--- src/rtl/soc_addr_map_cfg.sv ---
// soc_addr_map_cfg
//   Runtime-programmable SoC address decoder. It holds NrRules {base, length, valid}
//   rules that reset to the SoC memory map. The rules can be rewritten through a
//   req/gnt config port. Each accepted lookup gives a registered slave index and a
//   hit/miss flag one cycle later.
//
//   Optional feature macro: ADDR_MAP_LOCK_EN
//     When defined, field 3 at index 0 is a sticky lock bit. It is set by writing 1
//     and cleared only by reset. While it is set, every write is rejected with an error.
//     When undefined, field 3 is always an error and no lock state exists.
//
// Ports
//   clk_i, rst_ni            clock, asynchronous active-low reset
//   cfg_req_i / cfg_gnt_o    config request, always granted in the same cycle
//   cfg_we_i                 1 = write, 0 = read
//   cfg_idx_i, cfg_field_i   rule index; field 0=base 1=length 2=valid 3=ctrl
//   cfg_wdata_i              write data
//   cfg_rvalid_o             one-cycle response, one cycle after the grant
//   cfg_rdata_o, cfg_err_o   read data and error flag, qualified by cfg_rvalid_o
//   lkp_valid_i/lkp_ready_o  lookup request handshake
//   lkp_addr_i               address to decode
//   lkp_valid_o/lkp_ready_i  lookup result handshake
//   lkp_idx_o, lkp_hit_o     matched rule (lowest index wins), hit flag (0 = decode error)
module soc_addr_map_cfg #(
  parameter int unsigned NrRules   = 9,
  parameter int unsigned AddrWidth = 64,
  parameter logic [NrRules-1:0][AddrWidth-1:0] RstBase = {
    64'h0000_0000_6000_0000,   // 8 ext periph
    64'h0000_0000_0C00_0000,   // 7 PLIC
    64'h0000_0000_0200_0000,   // 6 CLINT
    64'h0000_0000_1000_1000,   // 5 GPIO
    64'h0000_0000_1000_0000,   // 4 UART
    64'h0000_0000_2000_0000,   // 3 SPI flash window (inside rule 1)
    64'h0000_0000_0000_0000,   // 2 boot ROM
    64'h0000_0000_2000_0000,   // 1 peripheral bus
    64'h0000_0000_8000_0000},  // 0 DRAM
  parameter logic [NrRules-1:0][AddrWidth-1:0] RstLength = {
    64'h0000_0000_1000_0000,
    64'h0000_0000_0400_0000,
    64'h0000_0000_0001_0000,
    64'h0000_0000_0000_1000,
    64'h0000_0000_0000_1000,
    64'h0000_0000_0100_0000,
    64'h0000_0000_0001_0000,
    64'h0000_0000_1000_0000,
    64'h0000_0000_1000_0000},
  parameter logic [NrRules-1:0] RstValid = '1,
  localparam int unsigned IdxWidth = $clog2(NrRules)
) (
  input  logic                 clk_i,
  input  logic                 rst_ni,
  input  logic                 cfg_req_i,
  input  logic                 cfg_we_i,
  input  logic [IdxWidth-1:0]  cfg_idx_i,
  input  logic [1:0]           cfg_field_i,
  input  logic [AddrWidth-1:0] cfg_wdata_i,
  output logic                 cfg_gnt_o,
  output logic                 cfg_rvalid_o,
  output logic [AddrWidth-1:0] cfg_rdata_o,
  output logic                 cfg_err_o,
  input  logic                 lkp_valid_i,
  output logic                 lkp_ready_o,
  input  logic [AddrWidth-1:0] lkp_addr_i,
  output logic                 lkp_valid_o,
  input  logic                 lkp_ready_i,
  output logic [IdxWidth-1:0]  lkp_idx_o,
  output logic                 lkp_hit_o
);

  // One extra bit so that the compare is correct when NrRules is a power of two.
  localparam logic [IdxWidth:0] NrRulesW = (IdxWidth+1)'(NrRules);

  logic [AddrWidth-1:0] base_q [NrRules];
  logic [AddrWidth-1:0] len_q  [NrRules];
  logic [NrRules-1:0]   valid_q;

  logic                 lkp_valid_q;
  logic [IdxWidth-1:0]  lkp_idx_q, lkp_idx_d;
  logic                 lkp_hit_q, lkp_hit_d;

  logic                 cfg_rvalid_q;
  logic [AddrWidth-1:0] cfg_rdata_q, cfg_rdata_d;
  logic                 cfg_err_q, cfg_err_d;
  logic                 idx_ok;
  logic                 wr_en;

`ifdef ADDR_MAP_LOCK_EN
  logic                 lock_q;
  logic                 lock_set;
`endif

  // The compare addr >= base comes first. Because of it, addr - base cannot wrap.
  // This keeps rules that end at the top of the address space correct.
  // A length of 0 can never satisfy the "< length" test.
  function automatic logic rule_match(input logic [AddrWidth-1:0] addr,
                                      input logic [AddrWidth-1:0] base,
                                      input logic [AddrWidth-1:0] len,
                                      input logic                 vld);
    return vld && (addr >= base) && ((addr - base) < len);
  endfunction

  // The scan runs from the highest index down. The lowest matching rule is written
  // last, so it wins.
  always_comb begin
    lkp_idx_d = '0;
    lkp_hit_d = 1'b0;
    for (int i = NrRules - 1; i >= 0; i--) begin
      if (rule_match(lkp_addr_i, base_q[i], len_q[i], valid_q[i])) begin
        lkp_idx_d = IdxWidth'(i);
        lkp_hit_d = 1'b1;
      end
    end
  end

  assign lkp_ready_o = !lkp_valid_q || lkp_ready_i;

  always_ff @(posedge clk_i or negedge rst_ni) begin
    if (!rst_ni) begin
      lkp_valid_q <= 1'b0;
      lkp_idx_q   <= '0;
      lkp_hit_q   <= 1'b0;
    end else if (lkp_ready_o) begin
      lkp_valid_q <= lkp_valid_i;
      if (lkp_valid_i) begin
        lkp_idx_q <= lkp_idx_d;
        lkp_hit_q <= lkp_hit_d;
      end
    end
  end

  assign lkp_valid_o = lkp_valid_q;
  assign lkp_idx_o   = lkp_idx_q;
  assign lkp_hit_o   = lkp_hit_q;

  // Config decode: error classification, read mux and write enable.
  always_comb begin
    idx_ok      = ({1'b0, cfg_idx_i} < NrRulesW);
    cfg_err_d   = 1'b0;
    cfg_rdata_d = '0;
    if (!idx_ok) begin
      cfg_err_d = 1'b1;
    end else begin
      case (cfg_field_i)
        2'd0:    cfg_rdata_d = base_q[cfg_idx_i];
        2'd1:    cfg_rdata_d = len_q[cfg_idx_i];
        2'd2:    cfg_rdata_d = {{(AddrWidth-1){1'b0}}, valid_q[cfg_idx_i]};
        default: begin
`ifdef ADDR_MAP_LOCK_EN
          if (cfg_idx_i == '0) cfg_rdata_d = {{(AddrWidth-1){1'b0}}, lock_q};
          else                 cfg_err_d   = 1'b1;
`else
          cfg_err_d = 1'b1;
`endif
        end
      endcase
    end
`ifdef ADDR_MAP_LOCK_EN
    if (lock_q && cfg_we_i) cfg_err_d = 1'b1;
`endif
    // Write responses and failed accesses return zero data.
    if (cfg_err_d || cfg_we_i) cfg_rdata_d = '0;
    wr_en = cfg_req_i && cfg_we_i && !cfg_err_d;
  end

  always_ff @(posedge clk_i or negedge rst_ni) begin
    if (!rst_ni) begin
      for (int i = 0; i < NrRules; i++) begin
        base_q[i] <= RstBase[i];
        len_q[i]  <= RstLength[i];
      end
      valid_q <= RstValid;
    end else if (wr_en) begin
      case (cfg_field_i)
        2'd0:    base_q[cfg_idx_i]  <= cfg_wdata_i;
        2'd1:    len_q[cfg_idx_i]   <= cfg_wdata_i;
        2'd2:    valid_q[cfg_idx_i] <= cfg_wdata_i[0];
        default: ;
      endcase
    end
  end

`ifdef ADDR_MAP_LOCK_EN
  assign lock_set = wr_en && (cfg_field_i == 2'd3) && cfg_wdata_i[0];

  always_ff @(posedge clk_i or negedge rst_ni) begin
    if (!rst_ni)       lock_q <= 1'b0;
    else if (lock_set) lock_q <= 1'b1;
  end
`endif

  always_ff @(posedge clk_i or negedge rst_ni) begin
    if (!rst_ni) begin
      cfg_rvalid_q <= 1'b0;
      cfg_rdata_q  <= '0;
      cfg_err_q    <= 1'b0;
    end else begin
      cfg_rvalid_q <= cfg_req_i;
      cfg_rdata_q  <= cfg_req_i ? cfg_rdata_d : '0;
      cfg_err_q    <= cfg_req_i && cfg_err_d;
    end
  end

  assign cfg_gnt_o    = cfg_req_i;
  assign cfg_rvalid_o = cfg_rvalid_q;
  assign cfg_rdata_o  = cfg_rdata_q;
  assign cfg_err_o    = cfg_err_q;

endmodule
--- config.mk ---
export PLATFORM = sky130hd
export DESIGN_NAME = soc_addr_map_cfg
export DESIGN_NICKNAME = d
export VERILOG_FILES = /design/src/rtl/soc_addr_map_cfg.sv
export SDC_FILE = /design/constraint.sdc
export NUM_CORES = 2
export LEC_CHECK = 0
export CAP_MARGIN = 20
export CELL_PAD_IN_SITES_DETAIL_PLACEMENT = 1
export CELL_PAD_IN_SITES_GLOBAL_PLACEMENT = 2
export CORE_ASPECT_RATIO = 0.5
export CORE_MARGIN = 2
export CORE_UTILIZATION = 42
export DETAILED_ROUTE_END_ITERATION = 16
export GPL_TIMING_DRIVEN = 0
export PLACE_DENSITY_LB_ADDON = 0.1
export REMOVE_ABC_BUFFERS = 1
export SLEW_MARGIN = 20
export SYNTH_ARGS = -nofsm -noshare
export SYNTH_HDL_FRONTEND = slang
export SYNTH_SLANG_ARGS = --single-unit
--- constraint.sdc ---
create_clock -name clk_i -period 8.3 [get_ports clk_i]
set_clock_uncertainty 0.2 [all_clocks]
set_input_delay 1.66 -clock clk_i [delete_from_list [all_inputs] [get_ports clk_i]]
set_output_delay 1.66 -clock clk_i [all_outputs]
set_load 0.01 [all_outputs]
==> impl_metrics.ini <==
[placement]
gp_congestion = 0.963
port_buffers = 213
dp.cells = 13900
hpwl_um = 369000
pre_cts_ws_ps = -4300

[synthesis]
synthCells = 10900
yosys.area_share.simple_pct = 9.58
yosys-top-cells-area = dfrtp_1 29%, ha_1 14%, mux2_2 11%
async_reset_ff_share_pct = 100
synthMuxAreaShare_pct = 17.7
synth_compound_area_share_pct = 17.1
synth-edff-count = 0
synth-main-ff-cell = dfrtp_1
yosys.area_share.adder_pct = 14.2
yosys.cell_types.count = 96
synth_top_family_by_area = multiplexers
netlist.area_leader.share_pct = 29.5
synth_seq_cells = 1233
yosysSeqAreaShare_pct = 30.2
syn_avg_cell_area_um2 = 9.39
ys_warn_count = 0
synth_area_um2 = 102000
synth_xor_xnor_area_share_pct = 4.52
synth_largest_area_cell = dfrtp_1

[timing]
worstMarginPinSlew_ps = 1220
finalSetupViolCount = 4
relSlewSlack_pct = 18.1
fin_crit_ps = 8340
hold_viol_final = 0
worst_slack_ps = -42.4
post-route-period-util_pct = 101
max_freq_ghz = 0.120
slew_viol_final = 0

[detailed_routing]
drt_pass1_iterations = 6
drt_iter0_drc = 9230
drc = 0
ant_nets = 0
avgRoutedWirePerCell_um = 32.2
via_per_inst = 6.22
vias = 88800
wirelength_um = 460000

[layout]
syn_to_final_growth_pct = 14.3
fillers = 26900
nets = 12200
seqCellArea_um2 = 30900
layout_commonest_cell = inv_1
stdcell_count = 14300
multiInputGateArea_um2 = 67000
layout-drive-gt1-share_pct = 19.3
fin_util_pct = 48.5
final_cell_mix = 1301 x inv_1, 1204 x dfrtp_1, 1086 x ha_1, 971 x mux2_2, 743 x a21oi_1

[power]
power_density_nw_per_um2 = 166
power.total_mw = 19.4
ir_drop_mv = 0.131
leakage_nw = 52.4

[critical_path]
cp_slowest_cell = a31oi_2
path_cells = buf_4 > ha_1 > nor2b_1 > o21bai_1 > a2111oi_2 > buf_4 > nor3_1 > o21ai_2 > a31oi_2 > a21oi_2 > a2111oi_0 > o21bai_1 > a21oi_1 > xnor2_1 > ha_1 > a21o_1 > a21o_1 > a2111oi_2 > nand4_1 > a211o_1 > o21ai_2 > nor3_2 > a22o_1
cp_num_buf_inv = 2
worstSetupEndpointType = flip-flop
critPathTopFamily = compound AO/OA/AOI/OAI gates
r2r_slack_ps = 590
slowest_delay_ps = 760
start_kind = input port
worstPathMaxFanout = 18
setup.worst_path.class = in -> reg
required_ps = 8830
arrival_ps = 8870

[floorplanning]
initial_utilization_pct = 42.4
die_area_um2 = 248000
rows = 127
ios = 214
fp.coreArea_um2 = 241000
die_w_um = 702
die_h_um = 353

[run_status]
violations = setup timing
outcome = finished, violations left

[cts]
ctsHoldBuffers = 0
clk_latency_ps = 840
cts_buffers = 144
cts_max_path_buffers = 4
root_buffer = clkbuf_16
htreeDepth = 4
cts.sinks = 1233
cts.clk_slew.worst_paths_ps = 70
cts_tree = yes

[global_routing]
grt_pass1_wl_um = 653000
track_usage_pct = 36.3
grt_pass1_vias = 87700
grt_max_degree = 131
gr-total-overflow = 0
antenna_found_initial = 22

[min_path]
hp-class = reg -> reg

[flow_run]
timing.max_cap.violations = 0
## per-layer routing
metal  GRT usage (%)  vias to the layer above  part of all wire, %
met2            48.7                     2972                   39
met3            8.74                      458                  8.9
met5               0                        -               0.0091
li1                -                    39100                    -
met4            9.97                        6                  3.1
met1            56.7                    46200                   49
## through the flow
step | hold slack [ps] | TNS [ps] | cell area [µm²]
6_report | 328 | -125 | 117000
5_1_grt | 341 | -26.1 | 117000
4_1_cts | 330 | -45.8 | 116000
3_5_place_dp | 316 | -20080 | 109000
3_3_place_gp | 307 | - | 106000
2_1_floorplan | 275 | -1375010 | 100000
## final cells by class
| type | count | area share (%) |
|---|---|---|
| Antenna cell | 4 | 0.00857 |
| Clock buffer | 194 | 3.47 |
| Clock inverter | 54 | 0.664 |
| Inverter | 1302 | 4.19 |
| Multi-Input combinational cell | 7827 | 57.3 |
| Sequential cell | 1233 | 26.4 |
| Tap cell | 3225 | 3.45 |
| Timing Repair Buffer | 440 | 4.45 |
## cells in the mapped netlist, types with 31 or more instances
master    instances
nor2b_1          90
xnor2_1         338
nor4_1           42
dfrtp_1        1204
xor2_1          190
a21oi_1         774
and4_1           31
nand4_1         202
o21bai_1        120
and3_1           69
o211ai_1         39
nor3_1          117
a21o_1          479
nand3_1         168
nand2b_1         69
nor2_1          516
a211oi_1        203
clkbuf_1        401
nand2_1         633
mux2i_1         130
ha_1           1143
o21ai_0         535
o21ai_1          61
and2_1           44
buf_1           119
o21a_1          104
o31ai_1          32
mux2_2          971
a31oi_1          62
inv_1          1302
mux4_2          258
## kinds of logic after synthesis
family,after synthesis
flops,1233
fa+ha+maj,1152
buf+inv,1830
mux,1359
compound gates,2728
xor+xnor,528
simple gates,2060
## repair_timing
item / in CTS / in global routing
setup endpoints to repair: 5 / 5
setup buffers: 68 / 30
resized for setup: 379 / 210
pin swaps: 83 / 70
## report_power, final
group | switching, mW | total [mW] | internal (mW)
Combinational | 3.68 | 5.87 | 2.19
Sequential | 0.228 | 6.53 | 6.30
Clock | 3.00 | 7.01 | 4.00
## worst paths after layout
kind	from	to	cells after the start
setup / recovery	lkp_addr_i[1]	lkp_idx_o[3]	23
hold / removal	len_q[160]	len_q[160]	1
setup reg to reg	base_q[385]	lkp_idx_o[3]	23
hold reg to reg	len_q[160]	len_q[160]	1
max in group asynchronous	rst_ni	cfg_rdata_o[24]	5
min in group asynchronous	rst_ni	len_q[380]	1
## state kept, by name (all words and copies together), names as in the netlist
signal	cells
len_q	576
valid_q	9
cfg_rvalid_o	1
lkp_idx_o	4
cfg_err_o	1
cfg_rdata_o	64
lkp_valid_o	1
lkp_hit_o	1
base_q	576
(Power assumes the default switching activity.)
